[src/rtl/inst_loader.sv]
// inst_loader: framed UART program loader. Parses a 4-byte little-endian word
// count, packs N words of payload bytes into instruction memory, then checks a
// one-byte additive checksum over the payload and reports done or error.
module inst_loader #(
  parameter int unsigned ADDR_WIDTH = 17,
  parameter int unsigned WORD_BYTES = 4,
  parameter bit          BIG_ENDIAN = 1'b0
) (
  input  logic                    CLK,
  input  logic                    RST,
  input  logic                    start,
  input  logic [7:0]              rx_data,
  input  logic                    rx_valid,
  output logic [ADDR_WIDTH-1:0]   mem_addr,
  output logic [WORD_BYTES*8-1:0] mem_data,
  output logic                    mem_we,
  output logic                    busy,
  output logic                    done,
  output logic                    error,
  output logic [ADDR_WIDTH:0]     words_loaded
);

  localparam int unsigned WordW    = WORD_BYTES * 8;
  localparam logic [2:0]  LastByte = 3'(WORD_BYTES - 1);
  // Largest legal word count is 2^ADDR_WIDTH; 33 bits holds it next to a 32-bit header.
  localparam logic [32:0] MaxWords = 33'(1) << ADDR_WIDTH;

  typedef enum logic [2:0] {StIdle, StLen, StData, StSum, StDone, StErr} state_e;

  state_e                state_q;
  logic [2:0]            byte_cnt_q;
  logic [31:0]           len_q;
  logic [ADDR_WIDTH-1:0] word_idx_q;
  logic [7:0]            sum_q;
  logic [WordW-1:0]      word_q;

  logic [31:0]           len_next;
  logic [2:0]            byte_pos;
  logic [WordW-1:0]      word_next;
  logic                  last_word;

  // Header shift, byte placement within the word, and last-word detection.
  always_comb begin
    // Little-endian header: each new byte enters at the top and shifts down.
    len_next  = {rx_data, len_q[31:8]};
    byte_pos  = BIG_ENDIAN ? (LastByte - byte_cnt_q) : byte_cnt_q;
    word_next = word_q;
    for (int unsigned i = 0; i < WORD_BYTES; i++) begin
      if (byte_pos == 3'(i)) begin
        word_next[i*8 +: 8] = rx_data;
      end
    end
    // len_q is known to fit in ADDR_WIDTH+1 bits once DATA is reached.
    last_word = ((words_loaded + (ADDR_WIDTH+1)'(1)) == len_q[ADDR_WIDTH:0]);
  end

  // Frame parser FSM with all outputs registered.
  always_ff @(posedge CLK or posedge RST) begin
    if (RST) begin
      state_q      <= StIdle;
      byte_cnt_q   <= '0;
      len_q        <= '0;
      word_idx_q   <= '0;
      sum_q        <= '0;
      word_q       <= '0;
      mem_addr     <= '0;
      mem_data     <= '0;
      mem_we       <= 1'b0;
      busy         <= 1'b0;
      done         <= 1'b0;
      error        <= 1'b0;
      words_loaded <= '0;
    end else begin
      mem_we <= 1'b0;
      if (start) begin
        // start outranks a simultaneous byte, which is dropped.
        state_q      <= StLen;
        byte_cnt_q   <= '0;
        len_q        <= '0;
        word_idx_q   <= '0;
        sum_q        <= '0;
        words_loaded <= '0;
        busy         <= 1'b1;
        done         <= 1'b0;
        error        <= 1'b0;
      end else if (rx_valid) begin
        case (state_q)
          StLen: begin
            len_q <= len_next;
            if (byte_cnt_q == 3'd3) begin
              byte_cnt_q <= '0;
              if ({1'b0, len_next} > MaxWords) begin
                state_q <= StErr;
                busy    <= 1'b0;
                error   <= 1'b1;
              end else if (len_next == '0) begin
                state_q <= StSum;
              end else begin
                state_q <= StData;
              end
            end else begin
              byte_cnt_q <= byte_cnt_q + 3'd1;
            end
          end
          StData: begin
            word_q <= word_next;
            sum_q  <= sum_q + rx_data;
            if (byte_cnt_q == LastByte) begin
              byte_cnt_q   <= '0;
              mem_we       <= 1'b1;
              mem_addr     <= word_idx_q;
              mem_data     <= word_next;
              word_idx_q   <= word_idx_q + ADDR_WIDTH'(1);
              words_loaded <= words_loaded + (ADDR_WIDTH+1)'(1);
              if (last_word) begin
                state_q <= StSum;
              end
            end else begin
              byte_cnt_q <= byte_cnt_q + 3'd1;
            end
          end
          StSum: begin
            busy <= 1'b0;
            if (rx_data == sum_q) begin
              state_q <= StDone;
              done    <= 1'b1;
            end else begin
              state_q <= StErr;
              error   <= 1'b1;
            end
          end
          default: ;
        endcase
      end
    end
  end

endmodule

[config.mk]
export PLATFORM = sky130hd
export DESIGN_NAME = inst_loader
export DESIGN_NICKNAME = d
export VERILOG_FILES = /design/src/rtl/inst_loader.sv
export SDC_FILE = /design/constraint.sdc
export NUM_CORES = 1
export LEC_CHECK = 0
export ABC_CLOCK_PERIOD_IN_PS = 18200
export CAP_MARGIN = 30
export CELL_PAD_IN_SITES_DETAIL_PLACEMENT = 1
export CELL_PAD_IN_SITES_GLOBAL_PLACEMENT = 1
export CORE_UTILIZATION = 30
export DETAILED_ROUTE_END_ITERATION = 10
export GPL_TIMING_DRIVEN = 0
export PLACE_DENSITY = 0.57
export SYNTH_ARGS = -nofsm -noshare
export SYNTH_HDL_FRONTEND = slang
export SYNTH_SLANG_ARGS = --single-unit
[constraint.sdc]
create_clock -name CLK -period 18.2 [get_ports CLK]
set_input_delay 5.46 -clock CLK [delete_from_list [all_inputs] [get_ports CLK]]
set_output_delay 5.46 -clock CLK [all_outputs]
set_load 0.01 [all_outputs]
* Word level (Yosys, flattened, before mapping)
Index checks and enable logic that the tools add are counted.
** Operators by class
- Add/subtract/negate cells :: 4
- $lt $le $gt $ge :: 1
- Equality and inequality tests :: 13
- Mux-type cells :: 50
- Bitwise gates (word level) :: 1
- Reduce and logical (&&, ||, !) cells :: 22
** Operators with widths (count)
- two-way mux 32 bit :: 3
- two-way mux 18 bit :: 4
- two-way mux 17 bit :: 4
- two-way mux 8 bit :: 7
- greater-than comparator 32 x 18 -> 1 bit (second input constant) :: 1
- logical NOT 32 bit :: 1
- two-way mux 3 bit :: 10
- two-way mux 1 bit :: 19
- adder 18 x 1 -> 18 bit (second input constant) :: 1
- equality test 18 bit :: 1
- adder 17 x 1 -> 17 bit (second input constant) :: 1
- inequality test 3 bit (second input constant) :: 5
- nonzero test 2 bit :: 7
- equality test 3 x 2 -> 1 bit (second input constant) :: 4
- AND reduction 5 bit :: 2
- case mux 3 bit (3 select lines) :: 1
- AND reduction 3 bit :: 3
- adder 8 bit :: 1
- equality test 8 bit :: 1
- AND reduction 4 bit :: 2
- equality test 3 x 1 -> 1 bit (second input constant) :: 2
- AND reduction 2 bit :: 3
- case mux 1 bit (2 select lines) :: 2
- nonzero test 4 bit :: 1
- 5 further kinds :: 5
** Storage, ports and cells
- Flip-flop bits (word level) :: 166
- Input port bits :: 12
- Output and inout port bits :: 71
- Logic and storage cells :: 104

* Logic depth before layout (Yosys ltp)
- Depth in word-level cells :: 7
- Depth in mapped cells :: 9
- Depth with buffers taken out :: 9

* Worst setup path after synthesis
Ideal clock, no wire load.
- Path kind :: input-to-reg
- Start point :: input port rx_data[1]
- End point :: register sum_q[7]
- Library setup time :: 125 ps
- Arrival :: 7197 ps
- Data required time :: 18075 ps
- Setup slack :: 10879 ps
- Cell stages on the path :: 8
- Buffers on the path :: 0
- Cells stage by stage :: ha_1 > a21o_1 > a21oi_1 > o21bai_1 > a2111oi_2 > o311ai_0 > o41ai_1 > mux2_2
** Between the ends
- Cells in the longest elaborated chain, start to end :: 4
** Ends and longest elaborated chain
- start: declaration :: RTL line 12 : input logic [7:0] rx_data,
- adder 8 bit :: RTL line 107 : sum_q <= sum_q + rx_data;
- two-way mux 8 bit :: RTL line 87 : case (state_q)
- two-way mux 8 bit :: RTL line 86 : end else if (rx_valid) begin
- two-way mux 8 bit :: RTL line 75 : if (start) begin
- end signal: assignment :: RTL line 107
- end: declaration :: RTL line 34 : logic [7:0] sum_q;
Every way passes these cells. The select of a mux whose other input is x is not followed.
A chain may end at the register's enable or synchronous reset.

* Worst setup path after layout
Ends and elaborated chain as after synthesis.

==> run metrics <==
IO Port Bufs=82; Post-Synth XOR/XNOR Area=about 6.5%; final hold vios=0; top-area cell type share of the netlist area=around half; biggest cell delay along the critical path=~0.5 ns; non-filler cells, final=1254; Primary FF master, synth=dfrtp_1; Slew headroom=between 50% and 60%; skew final=0.01312 ns; initial DRC count=around 270; Worst Hold Class=reg -> reg; number of cells on the worst reg-to-reg path=8; IO Pins=83; post-synthesis mux area share=under 10%; power share of the combinational group=under 10%; syn avg cell area=9.549 um^2; worst-margin pin slew=slightly above 0.7 ns; simple-gate share of the synthesized area=between 20% and 30%; Hold Path Origin=mem_addr[8]; DR vias=around 6000; outcome=finished, final reports clean; drt via density=4.791; total CTS buffers=17; Switching Share=a little over a quarter; Worst R2R Start=words_loaded[0]; Post-Synth Adder-Cell Area=between 2 and 2.5%; routed wire length=21.63 mm; commonest non-fill, non-tap cell in the layout=nand2_1; total core area=between 20000 and 30000 um^2; Period Utilization, post-route=a little over two fifths; Initial Utilization=between 30% and 40%; ant diodes=0; Clock Latency Late Sink=roughly 0.43 ns; Die Y=~160 um; post-CTS sizing=0; Util after Layout=about two fifths; arrival time worst endpoint=around 8.0 ns; Crit-path slowest cell=clkdlybuf4s50_1; root buf cell=clkbuf_16; Final Critical Period=around 7.7 ns; clk slew on worst S/H paths=0.07 ns; CP endpoint kind=register; routability cong.=0.7391; share of layout cells above drive strength 1=10.82%; Site Rows=a little under 60; LEAKAGE=~4.3 nW; worst-path fanout max=3; ranking of synthesized cells by area=dfrtp_1 (51%), nand2_1 (8.5%), a21oi_1 (5.1%); Tot GR Track Use=approximately 17%; Routed Antenna Nets=0; yosys warns=0; post-synthesis sequential area ratio=51.18%; commonest non-fill, non-tap cells in the layout=nand2_1 (175), dfrtp_1 (158), clkdlybuf4s50_1 (82); Syn-to-layout area delta=24.46%; CTS Hold Bufs=0; Synth Register Bits=158; Netlist Area Pre-Place=just under 8000 um^2; RSZ-0062 raised after global routing=no; global route overflow=0; Int Pwr=between 0.5 and 0.6 mW; Design Power=just over 0.8 mW; post-synthesis cell type count=58; chip width=162.5 um; 1st-pass router iterations=6; worst-path cell chain=clkdlybuf4s50_1 > ha_1 > a21o_1 > a21oi_1 > o21bai_1 > a2111oi_2 > o311ai_0 > o41ai_1 > mux2_2; Reg2Reg Setup Slack=roughly 16 ns; WS Path Type=in -> reg; max_cap viols=0; # clock sinks=approximately 160; Setup-failing EPs final=0; Slew Viols, Final=0; initial antenna violation count=0; htree depth=4; largest family of logic cells by synthesized area=simple AND/OR/NAND/NOR gates; wire per inst=about 17 um; Clk pwr share=between 40% and 50%; Cells after Synth=slightly above 800; CP Data Required Time=approximately 19 ns; largest net degree at the start of global routing=between 100 and 150; pwr/cell area=84.52 nW/um^2; reg2reg end=state_q[0]; die area=26390 um^2; vias in the first global route=roughly 6300; Max rail drop VDD=approximately 0.037 mV; asr flop ratio synth=100.0%; Critical Path Start Type=primary input; WHS Path Cells=2; setup tns final=0 ns; fillers=2887; Bufs on Longest Clock Path=2; Yosys top cell by area=dfrtp_1; complex-gate fraction of the synthesized area=under 10%; Post-CTS Setup Repair Bufs=0; hpwl dp=15.11 mm; Synthesized Nets=approximately 840; NumNets Final=between 900 and 1000; Hold EP=mem_addr[8]; CTS tree=built; fmax=about 130 MHz; first-pass GRT wire length=35.46 mm; Seq pwr share=about 44%; placed insts=~1200; DR DRC count=0; switching power total=between 0.2 and 0.25 mW; EDFF count, synth=0
## through the flow
stage | setup WS [ns] | cell area, um^2 | hold WS (ns)
floorplan | 8.477 | 7725 | 0.4586
global placement | 5.773 | 8959 | 0.4614
detailed placement | 10.11 | 8994 | 0.4649
CTS | 10.56 | 9614 | 0.4829
global route | 10.41 | 9614 | 0.5097
finish | 10.55 | 9614 | 0.4741
## cell usage after synthesis (9+ instances only)
cell	number
a21oi_1	79
buf_2	23
clkbuf_1	25
dfrtp_1	158
ha_1	13
inv_1	10
mux2_2	26
mux2i_1	25
nand2_1	175
nand3_1	16
nand4_1	13
nor2_1	75
nor4_1	9
o21ai_0	16
xnor2_1	34
xor2_1	23
## worst max-delay path: cells and delay by family
| kind | cells | cell delay [ns] |
|---|---|---|
| compound gates | 6 | 1.32 |
| mux | 1 | 0.37 |
| fa+ha+maj | 1 | 0.34 |
| buf+inv | 1 | 0.49 |
## worst max path at each step
| stage | start | endpoint | slack [ns] |
|---|---|---|---|
| 6_report | rx_data[1] | sum_q[7] | 10.55 |
| 3_3_place_gp | RST | words_loaded[4] | 5.77 |
| 3_5_place_dp | rx_data[1] | sum_q[7] | 10.11 |
| 2_1_floorplan | RST | busy | 8.48 |
| 4_1_cts | rx_data[1] | sum_q[7] | 10.56 |
| 5_1_grt | rx_data[1] | sum_q[7] | 10.41 |
## registers in the layout (all words and copies together), names as in the netlist
signal        cells
mem_we            1
word_q           24
len_q            32
busy              1
byte_cnt_q        3
words_loaded     18
word_idx_q       17
sum_q             8
error             1
mem_data         32
state_q           3
done              1
mem_addr         17
## cells by family after synthesis
kind of cell	after synthesis
and+or+nand+nor	341
muxes	52
AOI/OAI and AO/OA	123
DFF	158
adders and majority gates	14
buffers and inverters	64
xor gates and xnor gates	57
## per-layer routing
layer	global-route usage (%)	routed length, um
met1	25.32	11000
met2	26.61	9800
met3	3.387	669
met4	4.031	163
met5	0	0
## power by group through the flow
stage | registers [mW] | clock network, mW | logic (mW)
after floorplan | 0.365 | 0 | 0.0462
after global placement | 0.366 | 0 | 0.0677
after detailed placement | 0.366 | 0 | 0.0690
after CTS | 0.359 | 0.396 | 0.0693
after global routing | 0.360 | 0.410 | 0.0756
final | 0.359 | 0.386 | 0.0675
## final cells by class
cell class	count	area (um^2)	area share (%)
tap	330	412.9	4.295
multi-input combinational	587	3490	36.30
inverter	10	45.04	0.4685
clock inverter	15	195.2	2.030
sequential	158	3954	41.12
clock buffer	17	425.4	4.425
timing repair buffer	83	848.3	8.824
buffer	54	244.0	2.538
No activity file was read; power rests on OpenSTA's default activity.
